$ cat config.mk
export PLATFORM = sky130hd
export DESIGN_NAME = pipe_hazard_ctrl
export DESIGN_NICKNAME = d
export VERILOG_FILES = /design/src/rtl/pipe_hazard_ctrl_pkg.sv /design/src/rtl/irq_sequencer.sv /design/src/rtl/pipe_hazard_ctrl.sv
export SDC_FILE = /design/constraint.sdc
export NUM_CORES = 1
export LEC_CHECK = 0
export CAP_MARGIN = 20
export CELL_PAD_IN_SITES_DETAIL_PLACEMENT = 0
export CELL_PAD_IN_SITES_GLOBAL_PLACEMENT = 2
export CORE_MARGIN = 1.5
export CORE_UTILIZATION = 37
export DETAILED_ROUTE_END_ITERATION = 8
export DONT_BUFFER_PORTS = 1
export GPL_TIMING_DRIVEN = 0
export PLACE_DENSITY = 0.94
export SLEW_MARGIN = 5
export SYNTH_ARGS = -nofsm -noshare
export SYNTH_HDL_FRONTEND = slang
export SYNTH_SLANG_ARGS = --single-unit
$ cat constraint.sdc
create_clock -name clk -period 5.11 [get_ports clk]
set_clock_uncertainty 0.1 [all_clocks]
set_input_delay 1.022 -clock clk [delete_from_list [all_inputs] [get_ports clk]]
set_output_delay 1.022 -clock clk [all_outputs]
set_load 0.005 [all_outputs]
$ cat src/rtl/pipe_hazard_ctrl_pkg.sv
// Shared pipeline definitions: PC select encodings, IRQ sequencer states,
// and the load-use hazard predicate.
package pipe_hazard_ctrl_pkg;

    // PC mux select, also decoded by the PC mux and the IF/ID register
    typedef enum logic [2:0] {
        PcSeq    = 3'b000,
        PcBranch = 3'b001,
        PcJump   = 3'b010,
        PcJr     = 3'b011,
        PcIrq    = 3'b100,
        PcExc    = 3'b101
    } pc_src_e;

    // Interrupt entry sequencer states
    typedef enum logic [1:0] {
        IrqIdle = 2'b00,
        IrqPend = 2'b01,
        IrqTake = 2'b10,
        IrqMask = 2'b11
    } irq_state_e;

    // A load in EX writing a register the ID instruction reads ($0 never hazards)
    function automatic logic load_use_hazard(input logic       mem_read,
                                             input logic [4:0] ex_rt,
                                             input logic [4:0] id_rs,
                                             input logic [4:0] id_rt);
        return mem_read && (ex_rt != 5'd0) && ((ex_rt == id_rs) || (ex_rt == id_rt));
    endfunction

endpackage

$ cat src/rtl/irq_sequencer.sv
// Interrupt entry sequencer: waits for a clean slot, takes the vector for one
// cycle, then masks further requests until the handler has returned to user code.
module irq_sequencer
    import pipe_hazard_ctrl_pkg::*;
(
    input  logic i_clk,
    input  logic i_reset,
    input  logic i_irq,
    input  logic i_kernel,
    input  logic i_branch,
    input  logic i_illop,
    input  logic i_load_use,
    output logic o_take,
    output logic o_irq_ack
);

    irq_state_e r_state;
    irq_state_e w_state_next;
    logic       r_kzero;        // one kernel=0 cycle already seen while masked
    logic       w_kzero_next;
    logic       r_irq_ack;
    logic       w_ack_next;

    // State register, mask exit counter and registered acknowledge
    always_ff @(posedge i_clk) begin
        if (i_reset) begin
            r_state   <= IrqIdle;
            r_kzero   <= 1'b0;
            r_irq_ack <= 1'b0;
        end else begin
            r_state   <= w_state_next;
            r_kzero   <= w_kzero_next;
            r_irq_ack <= w_ack_next;
        end
    end

    // Next-state logic
    always_comb begin
        w_state_next = r_state;
        w_kzero_next = 1'b0;
        w_ack_next   = 1'b0;
        case (r_state)
            IrqIdle: begin
                if (i_irq && !i_kernel) w_state_next = IrqPend;
            end
            IrqPend: begin
                if (!i_irq) begin
                    w_state_next = IrqIdle;
                end else if (!(i_branch || i_illop || i_load_use)) begin
                    w_state_next = IrqTake;
                end
            end
            IrqTake: begin
                // A higher-priority redirect steals the slot; retry from PEND
                if (i_branch || i_illop) begin
                    w_state_next = IrqPend;
                end else begin
                    w_state_next = IrqMask;
                    w_ack_next   = 1'b1;
                end
            end
            IrqMask: begin
                if (!i_kernel) begin
                    if (r_kzero) w_state_next = IrqIdle;
                    else         w_kzero_next = 1'b1;
                end
            end
            default: w_state_next = IrqIdle;
        endcase
    end

    assign o_take    = (r_state == IrqTake);
    assign o_irq_ack = r_irq_ack;

endmodule

$ cat src/rtl/pipe_hazard_ctrl.sv
// Pipeline hazard controller: load-use detection, redirect priority muxing,
// interrupt entry via irq_sequencer and a saturating stall counter.
module pipe_hazard_ctrl
    import pipe_hazard_ctrl_pkg::*;
(
    input  logic        clk,
    input  logic        reset,
    input  logic        irq,
    input  logic        kernel,
    input  logic [4:0]  ID_rs,
    input  logic [4:0]  ID_rt,
    input  logic        ID_jump,
    input  logic        ID_jr,
    input  logic        ID_illop,
    input  logic        EX_MemRead,
    input  logic [4:0]  EX_rt,
    input  logic        EX_branch_taken,
    output logic [2:0]  PCSrc,
    output logic        datahazard,
    output logic        IDEX_flush,
    output logic        IRQ_tag,
    output logic        irq_ack,
    output logic [15:0] stall_count
);

    logic        w_load_use;
    logic        w_take;
    logic [15:0] r_stall_count;

    assign w_load_use = load_use_hazard(EX_MemRead, EX_rt, ID_rs, ID_rt);

    irq_sequencer u_irq_sequencer (
        .i_clk      (clk),
        .i_reset    (reset),
        .i_irq      (irq),
        .i_kernel   (kernel),
        .i_branch   (EX_branch_taken),
        .i_illop    (ID_illop),
        .i_load_use (w_load_use),
        .o_take     (w_take),
        .o_irq_ack  (irq_ack)
    );

    // Priority mux: branch > illop > IRQ entry > jump/jr > load-use > sequential
    always_comb begin
        PCSrc      = PcSeq;
        datahazard = 1'b0;
        IDEX_flush = 1'b0;
        IRQ_tag    = 1'b0;
        if (!reset) begin
            if (EX_branch_taken) begin
                PCSrc      = PcBranch;
                IDEX_flush = 1'b1;
            end else if (ID_illop) begin
                PCSrc      = PcExc;
                IDEX_flush = 1'b1;
            end else if (w_take) begin
                PCSrc      = PcIrq;
                IDEX_flush = 1'b1;
                IRQ_tag    = 1'b1;
            end else if (ID_jump) begin
                PCSrc = PcJump;
            end else if (ID_jr && !w_load_use) begin
                // JR reads rs in ID, so a pending load must stall it first
                PCSrc = PcJr;
            end else if (w_load_use) begin
                datahazard = 1'b1;
                IDEX_flush = 1'b1;
            end
        end
    end

    // Saturating count of cycles actually spent stalled on load-use
    always_ff @(posedge clk) begin
        if (reset) begin
            r_stall_count <= 16'd0;
        end else if (datahazard && (r_stall_count != 16'hFFFF)) begin
            r_stall_count <= r_stall_count + 16'd1;
        end
    end

    assign stall_count = r_stall_count;

endmodule

; Word level (Yosys, flattened, before mapping)
; Cells that the tools add are included.
; W data, S select, Z words.
[totals]
register_bits = 20
inputBits = 24
output_inout_bits = 23
[classes]
n_addsub = 1
eq_ne = 10
n_mux = 30
bitwise = 2
reduce_logical = 15
[op_table]
columns = operator, count
row1 = $mux W1, 17
row2 = $add A16 B1 Y16 const B, 1
row3 = $mux W2, 8
row4 = $ne A16 B16 Y1 const B, 1
row5 = $mux W3, 4
row6 = $eq A5 B5 Y1, 2
row7 = $pmux W2 S4, 1
row8 = $logic_and A1 B1 Y1, 5
row9 = $reduce_bool A5 Y1, 1
row10 = $eq A2 B2 Y1 const B, 2
row11 = $ne A2 B1 Y1 const B, 2
row12 = $reduce_and A4 Y1, 1
row13 = $logic_or A1 B1 Y1, 3
row14 = $ne A3 B3 Y1 const B, 1
row15 = $reduce_or A3 Y1, 1
row16 = $eq A2 B1 Y1 const B, 1
row17 = $logic_not A1 Y1, 2
row18 = $logic_not A2 Y1, 1
row19 = $ne A2 B2 Y1 const B, 1
row20 = $not A1 Y1, 2
row21 = $reduce_or A2 Y1, 1

; Longest topological paths before layout
; Gate-level depths: netlist of run 1.
[depth]
ltp_word = 12
mapped_depth = 8
ltp_nobuf = 7

; Hierarchy
; Synthesis of run 1 repeated with hierarchy kept, for this count alone.
[unflattened]
hier_cells = 160
hier_area_um2 = 1292.5
[modules_own_cells]
columns = module, instances, cells_each, area_per_inst_um2
row1 = pipe_hazard_ctrl, 1, 139, 1102.3
row2 = irq_sequencer, 1, 21, 190.2

; Worst setup path before layout of run 1
; OpenSTA, ideal clock, no wires.
[synth_path]
path_type = input to output
start = input port EX_rt[3]
end = output port IDEX_flush
arrival_ps = 2223
path_slack_ps = 1765
path_stages = 6
n_path_buf = 0
cell_sequence = xnor2_1 -> nand3_1 -> o32ai_4 -> nor2b_2 -> or2b_1 -> a31oi_1
[synth_between]
elab_chain_len = 11
[synth_lines]
columns = element, line
row1 = from (decl), pipe_hazard_ctrl.sv:16  ; input logic [4:0] EX_rt,
row2 = $eq A5 B5 Y1 / $reduce_bool A5 Y1 (equally long branches), pipe_hazard_ctrl_pkg.sv:28  ; return mem_read && (ex_rt != 5'd0) && ((ex_rt == id_rs) || (ex_rt == id_rt));
row3 = $logic_or A1 B1 Y1 / $logic_and A1 B1 Y1 (equally long branches), pipe_hazard_ctrl_pkg.sv:28
row4 = $logic_and A1 B1 Y1 (*), pipe_hazard_ctrl_pkg.sv:28
row5 = $logic_not A1 Y1, pipe_hazard_ctrl.sv:63  ; end else if (ID_jr && !w_load_use) begin
row6 = $logic_and A1 B1 Y1, pipe_hazard_ctrl.sv:63
row7 = $mux W1 (*), pipe_hazard_ctrl.sv:63
row8 = $mux W1 (*), pipe_hazard_ctrl.sv:61  ; end else if (ID_jump) begin
row9 = $mux W1 (*), pipe_hazard_ctrl.sv:57  ; end else if (w_take) begin
row10 = $mux W1 (*), pipe_hazard_ctrl.sv:54  ; end else if (ID_illop) begin
row11 = $mux W1 (*), pipe_hazard_ctrl.sv:51  ; if (EX_branch_taken) begin
row12 = $mux W1 (*), pipe_hazard_ctrl.sv:50  ; if (!reset) begin
row13 = to (decl), pipe_hazard_ctrl.sv:20  ; output logic IDEX_flush,
; Mark *: on every way between the ends. The rest lies on a longest branch, timed or not.

; Worst setup path after layout of run 1
; Same ends and word-level chain as after synthesis.

==> results of run 1 <==
-- path summary, 6_finish.rpt --
check | start | to | slack, ns | cells past startpoint
setup / recovery | EX_rt[3] | IDEX_flush | 1.58 | 6
hold / removal | u_irq_sequencer.r_kzero | u_irq_sequencer.r_kzero | 0.34 | 1
setup reg to reg | stall_count[0] | stall_count[15] | 2.85 | 8
hold reg to reg | u_irq_sequencer.r_kzero | u_irq_sequencer.r_kzero | 0.34 | 1
-- stage by stage --
stage	std cells	worst slack, ns
after global placement	201	1.61
after floorplan	155	1.76
final	205	1.58
after detailed placement	201	1.55
after global routing	205	1.41
after CTS	204	1.55
-- critical path, stage by stage --
cell and delay (ns):
sky130_fd_sc_hd__xnor2_1 0.14, sky130_fd_sc_hd__nand3_1 0.14, sky130_fd_sc_hd__o32ai_4 0.36, sky130_fd_sc_hd__nor2b_2 0.29
sky130_fd_sc_hd__or2b_1 0.24, sky130_fd_sc_hd__a31oi_1 0.21
-- report_power, final --
part	internal, mW	total (mW)	switching, mW
sequential	0.156	0.157	0.000818
combinational	0.0127	0.0266	0.0139
clock	0.0275	0.0786	0.0511
-- cell usage in the layout, fill, tap and decap left out, types with 2 or more instances in the layout --
| cell | netlist | layout |
|---|---|---|
| sky130_fd_sc_hd__xor2_1 | 2 | 2 |
| sky130_fd_sc_hd__or4_1 | 5 | 5 |
| sky130_fd_sc_hd__xnor2_1 | 9 | 9 |
| sky130_fd_sc_hd__or3_1 | 8 | 8 |
| sky130_fd_sc_hd__nand3_1 | 12 | 12 |
| sky130_fd_sc_hd__and3_1 | 2 | 2 |
| sky130_fd_sc_hd__o31ai_1 | 4 | 4 |
| sky130_fd_sc_hd__nand2b_1 | 4 | 4 |
| sky130_fd_sc_hd__dfxtp_1 | 20 | 20 |
| sky130_fd_sc_hd__nand2_1 | 10 | 10 |
| sky130_fd_sc_hd__a31oi_1 | 2 | 2 |
| sky130_fd_sc_hd__nor2b_1 | 3 | 3 |
| sky130_fd_sc_hd__o21ai_0 | 7 | 7 |
| sky130_fd_sc_hd__clkbuf_1 | 3 | 3 |
| sky130_fd_sc_hd__inv_1 | 2 | 2 |
| sky130_fd_sc_hd__nor2_1 | 15 | 15 |
| sky130_fd_sc_hd__nor3_1 | 5 | 5 |
| sky130_fd_sc_hd__nand4_1 | 5 | 5 |
| sky130_fd_sc_hd__nor4_1 | 3 | 3 |
| sky130_fd_sc_hd__clkbuf_4 | 0 | 3 |
| sky130_fd_sc_hd__a21oi_1 | 16 | 16 |
| sky130_fd_sc_hd__mux2_2 | 3 | 3 |
-- kinds of logic after synthesis --
kind of cell,share of synthesized area
buf+inv,0.0238
flops,0.317
fa+ha+maj,0.00990
xor+xnor,0.0762
mux,0.0347
compound gates,0.168
simple gates,0.370
-- cell type report --
class | instances | area [µm²] | area share
plain buffers | 4 | 22.5 | 0.0167
clock buffers | 3 | 22.5 | 0.0167
well taps | 46 | 57.6 | 0.0427
multi-input cells | 129 | 833 | 0.618
flip-flops and latches | 20 | 400 | 0.297
inverters | 2 | 7.51 | 0.00557
repair buffers | 1 | 5.00 | 0.00371
-- metal layers --
layer | vias to the layer above | share of wire | wire length (µm)
met5 | - | 0 | 0
met3 | 2 | 0.061 | 195
met4 | 0 | 0.0047 | 15
met2 | 33 | 0.49 | 1570
li1 | 583 | - | -
met1 | 580 | 0.44 | 1420
-- registers in the layout (all words and copies together) (netlist names) --
name and count:
u_irq_sequencer.r_kzero 1, stall_count 16, u_irq_sequencer.r_state 2, u_irq_sequencer.o_irq_ack 1
==> metrics.log, run 1 <==
[metrics] status: completed
[metrics] Fillers: 366
[metrics] final critical delay including setup and external delays: 3.53 ns
[metrics] post-synthesis cell area: 1260 µm²
[metrics] number of routed nets with antenna violations: 0
[metrics] signed area change from the synthesized netlist to the final layout: 6.73%
[metrics] CTS clock-pin slew for the worst setup and hold paths: 0.12 ns
[metrics] Critical Path Source Type: primary input
[metrics] achievable frequency: 283 MHz
[metrics] portion of the clock cycle consumed by the worst path in the final layout: 0.691
[metrics] num ports: 47
[metrics] Syn Nets: 180
[metrics] Final Slew Violations: 0
[metrics] clock tree from TritonCTS: built
[metrics] Synth area leader: sky130_fd_sc_hd__dfxtp_1
[metrics] Tot Pwr: 262 µW
[metrics] 1st-iter DRT viols: 60
[metrics] power per cell area: 195 nW/µm²
[metrics] Unique masters post-synth: 36
[metrics] Ant. Diodes: 0
[metrics] overall global routing resource usage: 0.179
[metrics] proportion of layout cells with a drive suffix above 1: 0.101
[metrics] arrival time at the worst endpoint: 2.41 ns
[metrics] GR peak layer: met2
[metrics] routed via count: 1198
[metrics] aggregate global routing overflow: 0
[metrics] global placement routability congestion: 0.779
[metrics] final WL: 3200 µm
[metrics] drt first pass iters: 4
[metrics] Crit Path Category: primary input to output port
[metrics] Synth Register Bits: 20
[metrics] CORE AREA: 3310 µm²
[metrics] worst vdd rail ir drop: 0.0956 mV
[metrics] highest fanout seen on the critical path: 6
[metrics] Clock Sink Count: 20
[metrics] number of antenna violations at the first check in global routing: 0
[metrics] Post-CTS Setup Bufs: 0
[metrics] clock buffer count from CTS: 3
[metrics] post-detailed-route DRC marker count: 0
[metrics] Slew HR: 0.648
[metrics] H-Tree Level Count: 1
[metrics] post-cts gate resize count: 0
[metrics] final-report setup violation count: 0
[metrics] CTS hold repair buffers: 0
[metrics] Max Root-Sink Buffers: 2
[metrics] most numerous cell in the Yosys netlist: sky130_fd_sc_hd__dfxtp_1
[metrics] row cnt: 21
[metrics] wire length of the first global-routing pass: 5100 µm
[metrics] slew at the pin with the worst max-slew slack: 0.528 ns
[metrics] initial standard-cell utilization of the core: 0.382
[metrics] number of instances in the synthesized netlist: 155
[metrics] count of flip-flops with a built-in enable after synthesis: 0
[metrics] per-cell routed wire length: 15.6 µm
[metrics] post-route setup TNS: 0 ns
[metrics] required arrival time at the worst endpoint: 3.99 ns
[metrics] global-route met2 utilization: 0.296
[metrics] Hold Path Class: flop to flop
[metrics] maximum number of pins on one net before global-route repair: 11
[metrics] Clock Root Buffer: sky130_fd_sc_hd__clkbuf_4
[metrics] vias in the first global route: 1094
[metrics] die span in y: 61.4 µm
[metrics] P_leak: 0.394 nW
[metrics] HPWL Detailed: 2440 µm
[metrics] post-layout net count: 186
[metrics] vias per inst: 5.84
[metrics] prevailing post-synth register cell: sky130_fd_sc_hd__dfxtp_1
[metrics] insertion delay to the later sink of the worst-skew pair: 0.30 ns
[metrics] post-synthesis area per instance: 8.15 µm²
[metrics] count of max-cap constraint violations: 0
[metrics] count of yosys warnings during synthesis: 0
[metrics] category of the worst setup path capture point: output port
[metrics] area share of the largest cell type after synthesis: 0.317
[metrics] final cell area excluding filler cells: 1350 µm²
[metrics] fraction of registers with async set/reset: 0
[metrics] Port Buffers: 0
[metrics] cell area reported after detailed placement: 1320 µm²
[metrics] end-of-flow core utilization: 0.407
[metrics] unrepaired setup endpoints after global routing: no
[metrics] top cells by instance count after synthesis: sky130_fd_sc_hd__dfxtp_1, sky130_fd_sc_hd__a21oi_1, sky130_fd_sc_hd__nor2_1
[metrics] Final Hold Fails: 0
[metrics] met3 demand-to-capacity share in global routing: 0.0441
[metrics] share of synthesized area occupied by flip-flops and latches: 0.317
[metrics] main area contributors after synthesis: sky130_fd_sc_hd__dfxtp_1, sky130_fd_sc_hd__a21oi_1, sky130_fd_sc_hd__xnor2_1
[metrics] die extent in x: 61.4 µm
[metrics] die area: 3770 µm²
[metrics] minimum hold slack: 0.343 ns
[metrics] met1 global-route usage: 0.230
Power figures use the tool's default switching activity.
==> run 2, diff against run 1 <==
--- a/config.mk
+++ b/config.mk
@@ -9,11 +9,11 @@
 export CELL_PAD_IN_SITES_DETAIL_PLACEMENT = 0
 export CELL_PAD_IN_SITES_GLOBAL_PLACEMENT = 2
 export CORE_MARGIN = 1.5
-export CORE_UTILIZATION = 37
+export CORE_UTILIZATION = 31
 export DETAILED_ROUTE_END_ITERATION = 8
 export DONT_BUFFER_PORTS = 1
 export GPL_TIMING_DRIVEN = 0
-export PLACE_DENSITY = 0.94
+export PLACE_DENSITY = 0.85
 export SLEW_MARGIN = 5
 export SYNTH_ARGS = -nofsm -noshare
 export SYNTH_HDL_FRONTEND = slang
==> constraint.sdc (replaced) <==
create_clock -name clk -period 2.9 [get_ports clk]
set_clock_uncertainty 0.1 [all_clocks]
set_input_delay 0.58 -clock clk [delete_from_list [all_inputs] [get_ports clk]]
set_output_delay 0.58 -clock clk [all_outputs]
set_load 0.005 [all_outputs]
==> metrics.log, run 2 (same netlist as run 1, synthesis figures left out) <==
[metrics] global placement routability congestion: 0.759
[metrics] P_leak: 0.404 nW
[metrics] worst vdd rail ir drop: 0.174 mV
[metrics] Cell Int Power: 418 µW
[metrics] portion of total power attributed to combinational logic: 0.088
[metrics] routed via count: 1193
[metrics] portion of the clock cycle consumed by the worst path in the final layout: 0.912
[metrics] aggregate global routing overflow: 0
[metrics] arrival time at the worst endpoint: 1.96 ns
[metrics] number of routed nets with antenna violations: 0
[metrics] post-route setup TNS: 0 ns
[metrics] initial standard-cell utilization of the core: 0.318
[metrics] reg-to-reg endpoint: stall_count[13]
[metrics] CORE AREA: 3970 µm²
[metrics] drt first pass iters: 4
[metrics] wire length of the first global-routing pass: 5310 µm
[metrics] highest fanout seen on the critical path: 6
[metrics] maximum number of pins on one net before global-route repair: 12
[metrics] die span in y: 66.8 µm
[metrics] Seq pwr share: 0.514
[metrics] proportion of layout cells with a drive suffix above 1: 0.101
[metrics] most frequent standard cell in the layout excluding fill and tap cells: sky130_fd_sc_hd__dfxtp_1
[metrics] Max Root-Sink Buffers: 2
[metrics] post-cts gate resize count: 0
[metrics] Port Buffers: 0
[metrics] slew at the pin with the worst max-slew slack: 0.948 ns
[metrics] Net Switching: 120 µW
[metrics] overall global routing resource usage: 0.160
[metrics] Final Hold Fails: 0
[metrics] clock tree from TritonCTS: built
[metrics] Critical Path Source: EX_rt[3]
[metrics] global-route met2 utilization: 0.293
[metrics] number of antenna violations at the first check in global routing: 0
[metrics] signed area change from the synthesized netlist to the final layout: 9.31%
[metrics] num ports: 47
[metrics] post-layout net count: 185
[metrics] Crit Path Category: primary input to output port
[metrics] Ant. Diodes: 0
[metrics] Clock power frac: 0.399
[metrics] die extent in x: 66.8 µm
[metrics] Final Slew Violations: 0
[metrics] Critical Path Source Type: primary input
[metrics] most used cells in the layout excluding fill and tap cells: sky130_fd_sc_hd__dfxtp_1, sky130_fd_sc_hd__a21oi_1, sky130_fd_sc_hd__nor2_1
[metrics] unrepaired setup endpoints after global routing: no
[metrics] vias per inst: 5.71
[metrics] number of flip-flops in the largest register: 16
[metrics] vias in the first global route: 1151
[metrics] achievable frequency: 378 MHz
[metrics] final WL: 3250 µm
[metrics] die area: 4470 µm²
[metrics] HPWL Detailed: 2520 µm
[metrics] required arrival time at the worst endpoint: 2.22 ns
[metrics] worst-case register-to-register setup slack: 0.38 ns
[metrics] CTS hold repair buffers: 0
[metrics] origin of the critical flop-to-flop path: stall_count[0]
[metrics] GR peak layer: met2
[metrics] met3 demand-to-capacity share in global routing: 0.0439
[metrics] Post-CTS Setup Bufs: 0
[metrics] final-report setup violation count: 0
[metrics] post-detailed-route DRC marker count: 0
[metrics] Clock Root Buffer: sky130_fd_sc_hd__clkbuf_8
[metrics] met1 global-route usage: 0.173
[metrics] Hold Path Class: primary input to flop
[metrics] count of max-cap constraint violations: 0
[metrics] category of the worst setup path capture point: output port
[metrics] Clock Sink Count: 20
[metrics] row cnt: 23
[metrics] cell area reported after detailed placement: 1330 µm²
[metrics] end point of the critical path: IDEX_flush
[metrics] status: completed
[metrics] power per cell area: 390 nW/µm²
[metrics] H-Tree Level Count: 1
[metrics] final critical delay including setup and external delays: 2.64 ns
[metrics] per-cell routed wire length: 15.5 µm
[metrics] final cell area excluding filler cells: 1380 µm²
[metrics] insertion delay to the later sink of the worst-skew pair: 0.26 ns
[metrics] Slew HR: 0.363
[metrics] R2R depth: 6
[metrics] Sw Share: 0.223
[metrics] clock buffer count from CTS: 3
[metrics] 1st-iter DRT viols: 84
[metrics] CTS clock-pin slew for the worst setup and hold paths: 0.08 ns
-- run 2: changes by cell type in the layout (fill, tap and decap cells not counted), sizes merged --
cell,change
buf,-1
clkbuf,+1
-- run 2: worst min-delay path by stage --
stage,start,to,slack [ns],cells past startpoint
after detailed placement,u_irq_sequencer.r_kzero,u_irq_sequencer.r_kzero,0.31,1
after global placement,u_irq_sequencer.r_kzero,u_irq_sequencer.r_kzero,0.31,1
after global routing,kernel,u_irq_sequencer.r_kzero,0.27,1
after floorplan,u_irq_sequencer.r_kzero,u_irq_sequencer.r_kzero,0.30,1
after CTS,kernel,u_irq_sequencer.r_kzero,0.28,1
final,kernel,u_irq_sequencer.r_kzero,0.29,1
-- run 2: routing by layer --
| layer | vias to the layer above | part of all wire |
|---|---|---|
| met5 | - | 0 |
| met4 | 0 | 0.014 |
| met3 | 4 | 0.074 |
| met2 | 44 | 0.50 |
| met1 | 564 | 0.41 |
| li1 | 581 | - |
-- run 2: final cells by class --
cell class                      count  area, µm²
Fill cell                         429       2590
Multi-Input combinational cell    129        833
Sequential cell                    20        400
Tap cell                           50       62.6
Clock buffer                        4       55.1
Buffer                              4       22.5
Inverter                            2       7.51
-- run 2: per-stage QoR --
step,util,power (mW),instances,setup WS [ns],hold slack [ns]
final,0.348,0.539,209,0.256,0.288
after global routing,0.348,0.565,209,0.105,0.273
after CTS,0.348,0.547,209,0.232,0.280
after detailed placement,0.334,0.331,205,0.239,0.313
after global placement,0.334,0.328,205,0.265,0.311
after floorplan,-,0.323,155,0.439,0.299
-- run 2: power by group through the flow --
stage                     clock, mW  sequential (mW)  combinational (mW)
final                         0.215            0.277              0.0472
after global routing          0.234            0.277              0.0539
after CTS                     0.222            0.277              0.0481
after detailed placement          0            0.283              0.0478
after global placement            0            0.283              0.0454
after floorplan                   0            0.283              0.0398
-- run 2: critical path, stage by stage --
cell                      delay (ns)
sky130_fd_sc_hd__xnor2_1        0.16
sky130_fd_sc_hd__nand3_1        0.14
sky130_fd_sc_hd__o32ai_4        0.36
sky130_fd_sc_hd__nor2b_2        0.28
sky130_fd_sc_hd__or2b_1         0.24
sky130_fd_sc_hd__a31oi_1        0.20
